`src/rtl/mux2_sel_arbiter_if.sv`:
```
// Request/grant bundle between the two mux sources and the select arbiter.
// The requester side drives req_a/req_b/done and observes the grant outputs.
interface mux2_sel_arbiter_if #(
    parameter int SLICE = 8
);
    localparam int CNT_W = $clog2(SLICE);

    logic             req_a;
    logic             req_b;
    logic             done;
    logic             sel;
    logic             gnt_a;
    logic             gnt_b;
    logic [CNT_W-1:0] slice_cnt;

    modport master (
        output req_a, req_b, done,
        input  sel, gnt_a, gnt_b, slice_cnt
    );

    modport slave (
        input  req_a, req_b, done,
        output sel, gnt_a, gnt_b, slice_cnt
    );
endinterface

```
`src/rtl/mux2_sel_arbiter.sv`:
```
// Two-requester round-robin arbiter producing the select line of a 2:1 mux.
// Each grant is bounded by a time slice; all outputs come straight from flops.
module mux2_sel_arbiter #(
    parameter int SLICE = 8
) (
    input  logic                clk,
    input  logic                rst_n,
    mux2_sel_arbiter_if.slave   bus
);
    localparam int CNT_W = $clog2(SLICE);
    localparam logic [CNT_W-1:0] CNT_LAST = CNT_W'(SLICE - 1);
    localparam logic [CNT_W-1:0] CNT_ONE  = CNT_W'(1);

    // State bits double as the grant lines, so gnt_a/gnt_b are plain flop outputs.
    localparam logic [1:0] ST_IDLE  = 2'b00;
    localparam logic [1:0] ST_GNT_A = 2'b01;
    localparam logic [1:0] ST_GNT_B = 2'b10;

    logic [1:0]       state_q, state_d;
    logic             prio_q,  prio_d;
    logic             sel_q,   sel_d;
    logic [CNT_W-1:0] cnt_q,   cnt_d;

    logic grant_is_b;
    logic own_req;
    logic oth_req;
    logic expire;
    logic grant_end;

    // Next-state decision: arbitrate from IDLE, or decide hold/switch/renew/release while granted.
    always_comb begin
        state_d    = state_q;
        prio_d     = prio_q;
        sel_d      = sel_q;
        cnt_d      = cnt_q;
        grant_is_b = (state_q == ST_GNT_B);
        own_req    = grant_is_b ? bus.req_b : bus.req_a;
        oth_req    = grant_is_b ? bus.req_a : bus.req_b;
        expire     = (cnt_q == CNT_LAST);
        grant_end  = !own_req || bus.done || expire;

        case (state_q)
            ST_IDLE: begin
                cnt_d = '0;
                // A wins when alone, or on a tie while the pointer favours A.
                if (bus.req_a && (!bus.req_b || !prio_q)) begin
                    state_d = ST_GNT_A;
                    sel_d   = 1'b0;
                    prio_d  = 1'b1;
                end else if (bus.req_b) begin
                    state_d = ST_GNT_B;
                    sel_d   = 1'b1;
                    prio_d  = 1'b0;
                end
            end
            ST_GNT_A, ST_GNT_B: begin
                if (!grant_end) begin
                    cnt_d = cnt_q + CNT_ONE;
                end else if (oth_req) begin
                    // Hand over directly, no idle cycle between owners.
                    cnt_d = '0;
                    if (grant_is_b) begin
                        state_d = ST_GNT_A;
                        sel_d   = 1'b0;
                        prio_d  = 1'b1;
                    end else begin
                        state_d = ST_GNT_B;
                        sel_d   = 1'b1;
                        prio_d  = 1'b0;
                    end
                end else if (own_req && !bus.done) begin
                    // Slice expired with nobody waiting: renew the same grant.
                    cnt_d = '0;
                end else begin
                    // Dropped request or done: go back and re-arbitrate; sel holds.
                    state_d = ST_IDLE;
                    cnt_d   = '0;
                end
            end
            default: begin
                state_d = ST_IDLE;
                cnt_d   = '0;
            end
        endcase
    end

    // State registers with synchronous active-low reset overriding any grant.
    always_ff @(posedge clk) begin
        if (!rst_n) begin
            state_q <= ST_IDLE;
            prio_q  <= 1'b0;
            sel_q   <= 1'b0;
            cnt_q   <= '0;
        end else begin
            state_q <= state_d;
            prio_q  <= prio_d;
            sel_q   <= sel_d;
            cnt_q   <= cnt_d;
        end
    end

    assign bus.sel       = sel_q;
    assign bus.gnt_a     = state_q[0];
    assign bus.gnt_b     = state_q[1];
    assign bus.slice_cnt = cnt_q;
endmodule
```
`src/flat_wrapper.sv`:
```
// flat-port wrapper written by rule: the top's interface ports become plain ports
module mux2_sel_arbiter_flat 
#(
    parameter int SLICE = 8
)
  (clk, rst_n, bus_req_a, bus_req_b, bus_done, bus_sel, bus_gnt_a, bus_gnt_b, bus_slice_cnt);
  mux2_sel_arbiter_if #(.SLICE(SLICE)) bus_i ();
  input  logic clk;
  input  logic rst_n;
  input wire logic [$bits(bus_i.req_a)-1:0] bus_req_a;
  input wire logic [$bits(bus_i.req_b)-1:0] bus_req_b;
  input wire logic [$bits(bus_i.done)-1:0] bus_done;
  output wire logic [$bits(bus_i.sel)-1:0] bus_sel;
  output wire logic [$bits(bus_i.gnt_a)-1:0] bus_gnt_a;
  output wire logic [$bits(bus_i.gnt_b)-1:0] bus_gnt_b;
  output wire logic [$bits(bus_i.slice_cnt)-1:0] bus_slice_cnt;
  assign bus_i.req_a = bus_req_a;
  assign bus_i.req_b = bus_req_b;
  assign bus_i.done = bus_done;
  assign bus_sel = bus_i.sel;
  assign bus_gnt_a = bus_i.gnt_a;
  assign bus_gnt_b = bus_i.gnt_b;
  assign bus_slice_cnt = bus_i.slice_cnt;
  mux2_sel_arbiter #(.SLICE(SLICE)) u_core (.clk(clk), .rst_n(rst_n), .bus(bus_i));
endmodule
```
`config.mk`:
```
export PLATFORM = sky130hd
export DESIGN_NAME = mux2_sel_arbiter_flat
export DESIGN_NICKNAME = d
export VERILOG_FILES = /design/src/rtl/mux2_sel_arbiter_if.sv /design/src/rtl/mux2_sel_arbiter.sv /design/src/flat_wrapper.sv
export SDC_FILE = /design/constraint.sdc
export NUM_CORES = 1
export LEC_CHECK = 0
export ABC_AREA = 1
export BUFFER_PORTS_ARGS = -buffer_cell sky130_fd_sc_hd__buf_2
export CAP_MARGIN = 20
export CORE_AREA = 10 10 47 49
export CTS_CLUSTER_DIAMETER = 100
export CTS_CLUSTER_SIZE = 30
export DETAILED_ROUTE_END_ITERATION = 10
export DIE_AREA = 0 0 57 59
export PLACE_DENSITY = 0.59
export SKIP_LAST_GASP = 1
export SLEW_MARGIN = 15
export SYNTH_ARGS = -nofsm -noshare
export SYNTH_HDL_FRONTEND = slang
export SYNTH_SLANG_ARGS = --single-unit
```
`constraint.sdc`:
```
create_clock -name clk -period 2.13 [get_ports clk]
set_clock_uncertainty 0.2 [all_clocks]
set_input_delay 0.1065 -clock clk [delete_from_list [all_inputs] [get_ports clk]]
set_output_delay 0.1065 -clock clk [all_outputs]
set_load 0.01 [all_outputs]
```
# Word-level counts from Yosys, hierarchy flattened

Cells that the tools add are included.

Register bits: 7
Output and inout port bits: 6

Reduce and logical (&&, ||, !) cells: 15
Equal/unequal tests: 7
Add/sub/neg operators: 1
Mux-type cells: 21
Bitwise logic cells: 2

Operator list:

| cell                                                                     | count |
|---|---|
| 1-bit two-way mux                                                        | 12 |
| 2-bit two-way mux                                                        | 6 |
| 3-bit by 2-bit inequality test with 1-bit output (second input constant) | 2 |
| 1-bit logical NOT                                                        | 4 |
| 2-bit by 1-bit inequality test with 1-bit output (second input constant) | 2 |
| 1-bit one-hot mux with 2 select lines                                    | 2 |
| 2-bit one-hot mux with 2 select lines                                    | 1 |
| 4-bit AND reduction                                                      | 1 |
| 3-bit by 1-bit adder with 3-bit output (second input constant)           | 1 |
| 3-bit == test (second input constant)                                    | 1 |
| 1-bit logical OR                                                         | 3 |
| 3-bit AND reduction                                                      | 1 |
| 3-bit OR reduction                                                       | 1 |
| 2-bit by 1-bit == test with 1-bit output (second input constant)         | 1 |
| 2-bit == test (second input constant)                                    | 1 |
| 1-bit logical AND                                                        | 2 |
| 2-bit logical NOT                                                        | 1 |
| 1-bit inverter                                                           | 2 |
| 2-bit nonzero test                                                       | 1 |
| 2-bit OR reduction                                                       | 1 |

# Longest topological paths before layout

Word-level depth: 7
Depth in mapped cells: 10
Gate-level depth less buffers: 10

# Least setup slack after synthesis

OpenSTA, ideal clock, no wires.

Path kind: reg-to-reg
From: register u_core.state_q[1]
To: register u_core.sel_q (netlist: u_core.bus.sel)
Required time: 1816 ps
Data arrival time: 1315 ps
Path slack: 501 ps
Clock period less this slack: 1629 ps
Stages on the path, launching flop included: 10
Path through: dfxtp_1 inv_1 ha_1 inv_1 nor2_2 nand3_2 nand3_2 nand2_1 nand2_1 nor2_2

Word-level cells in the longest chain between the ends: 7
Elaborated cells between the ends (all ways): 18
Those cells by class: eq/ne (5); mux (6); reduce/logical (7)

Ends and longest elaborated chain:

| what                                                              | line                                           | RTL |
|---|---|---|
| start: declaration                                                | mux2_sel_arbiter.sv:19                         | `logic [1:0] state_q, state_d;` |
| start signal: assignment                                          | mux2_sel_arbiter.sv:95                         | `state_q <= state_d;` |
| 2-bit == test                                                     | mux2_sel_arbiter.sv:36, mux2_sel_arbiter.sv:42 |  |
| 1-bit two-way mux                                                 | mux2_sel_arbiter.sv:37                         | `own_req = grant_is_b ? bus.req_b : bus.req_a;` |
| 1-bit logical NOT                                                 | mux2_sel_arbiter.sv:40                         | `grant_end = !own_req \|\| bus.done \|\| expire;` |
| 1-bit logical OR (2 in a row)                                     | mux2_sel_arbiter.sv:40                         |  |
| 2-bit by 1-bit inequality test with 1-bit output (no source line) | -                                              |  |
| 4-bit AND reduction (no source line)                              | -                                              |  |
| end signal: assignment                                            | mux2_sel_arbiter.sv:97                         | `sel_q <= sel_d;` |
| end: declaration                                                  | mux2_sel_arbiter.sv:21                         | `logic sel_q, sel_d;` |

Parallel ways exist; a longest one is shown, timed or not. The select of a mux whose other input is x is not followed.
A chain may end at the register's enable or synchronous reset.

# Worst setup path after layout

From: register u_core.state_q[1]
To: register u_core.state_q[1]

Word-level cells in the longest chain between the ends: 7
Elaborated cells between the ends (all ways): 18
Those cells by class: eq/ne (5); mux (6); reduce/logical (7)

Ends and longest elaborated chain:

| what                                                              | line |
|---|---|
| 2-bit == test                                                     | mux2_sel_arbiter.sv:36, mux2_sel_arbiter.sv:42 |
| 1-bit two-way mux                                                 | mux2_sel_arbiter.sv:37 |
| 1-bit logical NOT                                                 | mux2_sel_arbiter.sv:40 |
| 1-bit logical OR (2 in a row)                                     | mux2_sel_arbiter.sv:40 |
| 2-bit by 1-bit inequality test with 1-bit output (no source line) | - |
| 3-bit AND reduction (no source line)                              | - |

Parallel ways exist; a longest one is shown, timed or not. The select of a mux whose other input is x is not followed.

==> metrics.md <==
| Metric | Value |
|---|---|
| Outcome | `completed` |
| Count leader, synth | `nand2_1` |
| Least-Margin Pin Slew | `180 ps` |
| Power Dens Cells | `1320 nW/µm²` |
| Largest net degree at the start of global routing | `6` |
| Seq pwr share | `25.7%` |
| Clock group share of total power | `15.3%` |
| DRC Markers | `0` |
| 1st-iter DRT viols | `7` |
| Seq/Total Area, Yosys | `30.0%` |
| GR Layer Usage met1 | `7.58%` |
| Tcrit/Tclk final | `79.4%` |
| Die height | `59 µm` |
| Insertion delay to the later sink of the worst-skew pair | `240 ps` |
| Pre-CTS WS | `469 ps` |
| CP required | `2060 ps` |
| LEAKAGE | `0.313 nW` |
| Final min period | `1690 ps` |
| RePlAce Congestion | `0.763` |
| Max IR drop VDD | `0.000722 V` |
| RSZ-0062 raised after global routing | `no` |
| CP startpoint kind | `flop` |
| Worst hold path class | `in2reg` |
| Total global-route track usage | `6.35%` |
| Worst setup EP type | `flop` |
| Switching power | `0.000342 W` |
| Yosys top cell by area | `dfxtp_1` |
| Count of flip-flops with a built-in enable after synthesis | `0` |
| FMAX | `0.591 GHz` |
| Setup tns final | `0 ps` |
| Initial core utilization | `33.3%` |
| Core Area | `1400 µm²` |
| Top post-synthesis cells by count | `17 x nand2_1, 13 x nor2_1, 8 x inv_1, 7 x dfxtp_1, 6 x ha_1` |
| Endpoints failing hold | `0` |
| Vias | `428` |
| I/O pins | `11` |
| # rows | `14` |
| Diode count | `0` |
| Syn Area/Cell | `6.86 µm²` |
| Synth async-reset ratio | `0%` |
| Hold WS | `74.8 ps` |
| Die footprint | `3360 µm²` |
| CTS tree | `yes` |
| Critical path type | `reg2reg` |
| Synth warn | `0` |
| Critical Path Fanout Max | `5` |
| Cell variety after synth | `13` |
| Buffers added on ports | `10` |
| Global-route wire length before repair | `1.73 mm` |
| Share of power burned in combinational logic | `59.0%` |
| CTS H-tree depth | `1` |
| Final global-route overflow total | `0` |
| Setup ws final | `438 ps` |
| Area grow syn2layout | `22.8%` |
| CTS max path bufs | `2` |
| Main synth FF type | `dfxtp_1` |
| Critical Path AT | `1630 ps` |
| Met2 Usage GRT | `9.30%` |
| Die W | `57 µm` |
| Synthesized instance count | `68` |
| Synth Register Bits | `7` |
| Clock Sinks | `7` |
| R2r setup slk | `440 ps` |
| Synth top area cells | `dfxtp_1 30%, ha_1 16%, nand2_1 14%, nor2_1 10%, nor2_2 6.7%` |
| Final Net Count | `95` |
| Vias in the first global route | `429` |
| Dpl hpwl | `774 µm` |
| Final setup vio count | `0` |
| Drt via density | `4.32` |
| Slew Limit Fails | `0` |
| Int Pwr | `0.000412 W` |
| Sw Ratio | `45.3%` |
| Mapped Area | `467 µm²` |
| Number of CTS-inserted buffers | `3` |
| Final core occ | `40.9%` |
| Cts repair resizes | `0` |
| Antenna-violating nets left | `0` |
| Clock transition at path regs | `50 ps` |
| Post-synth net total | `79` |
| Final Routed Wirelength | `926 µm` |
| Share of cells above drive strength 1 | `27.7%` |
| Overall power | `0.000754 W` |
| Wire length per cell | `9.35 µm` |
| Max cap viols | `0` |
| Pre-Repair DR Iteration Count | `4` |
| Yosys top cell area share | `30.0%` |
| CTS root buf | `clkbuf_4` |
| Routing usage on met3 | `2.36%` |
| Initial antenna violation count | `0` |
| Top Usage Layer GRT | `met2` |
| Worst slew margin | `88.0%` |
## per-layer routing
layer	routed length [µm]	part of all wire (%)
met1	455	49
met2	401	43
met3	55	5.9
met4	13	1.4
met5	0	0
## final timing paths
| kind | start | endpoint | cells past startpoint |
|---|---|---|---|
| setup reg to reg | u_core.state_q[1]$_SDFFE_PN0P_ | u_core.state_q[1]$_SDFFE_PN0P_ | 9 |
| hold reg to reg | u_core.bus.slice_cnt[0]$_SDFF_PP0_ | u_core.bus.slice_cnt[0]$_SDFF_PP0_ | 1 |
| setup / recovery | u_core.state_q[1]$_SDFFE_PN0P_ | u_core.state_q[1]$_SDFFE_PN0P_ | 9 |
| hold / removal | bus_done | u_core.bus.slice_cnt[1]$_SDFF_PP0_ | 6 |
## area by class of cell
cell class              count  area [µm²]
repair buffers             11        60.1
inverters                   9        33.8
flip-flops and latches      7         140
well taps                  16        20.0
multi-input cells          52         293
clock buffers               4        26.3
fillers                   158         828
## cell families (layout without fill, tap and decap cells)
group | count (synthesis) | in the layout | synth area share, %
and+or+nand+nor | 42 | 42 | 41.8
buffers and inverters | 9 | 24 | 7.24
DFF | 7 | 7 | 30.0
adders and majority gates | 6 | 6 | 16.1
AOI/OAI and AO/OA | 4 | 4 | 4.83
## registers in the layout, summed over array words and instances, names as in the netlist
signal and cells:
u_core.bus.slice_cnt 3, u_core.state_q 2, u_core.bus.sel 1, u_core.prio_q 1
## through the flow
step,std cells,cell area (µm²)
after floorplan,68,467
after CTS,99,573
after global placement,94,537
final,99,573
after detailed placement,94,537
after global routing,99,573
## timing repair
action,in CTS,in global routing
setup buffers,0,0
hold buffers,1,0
hold endpoints to repair,4,0
## cell usage in the layout (no fill, tap or decap)
| cell | netlist | layout |
|---|---|---|
| a21oi_1 | 2 | 2 |
| buf_2 | 0 | 10 |
| clkbuf_1 | 0 | 1 |
| clkbuf_4 | 0 | 3 |
| dfxtp_1 | 7 | 7 |
| dlygate4sd3_1 | 0 | 1 |
| ha_1 | 6 | 6 |
| inv_1 | 8 | 8 |
| inv_2 | 1 | 1 |
| nand2_1 | 17 | 17 |
| nand2_2 | 1 | 1 |
| nand3_1 | 3 | 3 |
| nand3_2 | 3 | 3 |
| nor2_1 | 13 | 13 |
| nor2_2 | 5 | 5 |
| o21a_1 | 1 | 1 |
| o21ai_0 | 1 | 1 |
## power by group through the flow
stage / clock (W) / sequential (W) / combinational [W]
2_1_floorplan: 0 / 0.000207 / 0.000339
3_3_place_gp: 0 / 0.000194 / 0.000445
3_5_place_dp: 0 / 0.000196 / 0.000445
4_1_cts: 0.000121 / 0.000194 / 0.000449
5_1_grt: 0.000130 / 0.000199 / 0.000529
6_report: 0.000116 / 0.000194 / 0.000445
## worst max-delay path, stage by stage (launching register included)
cell and delay [ps]:
dfxtp_1 390, inv_1 80, ha_1 320, inv_1 90, nor2_2 130, nand3_2 110
nand3_2 120, nand2_1 60, nand2_1 60, nor2_1 30
(Power assumes the default switching activity.)
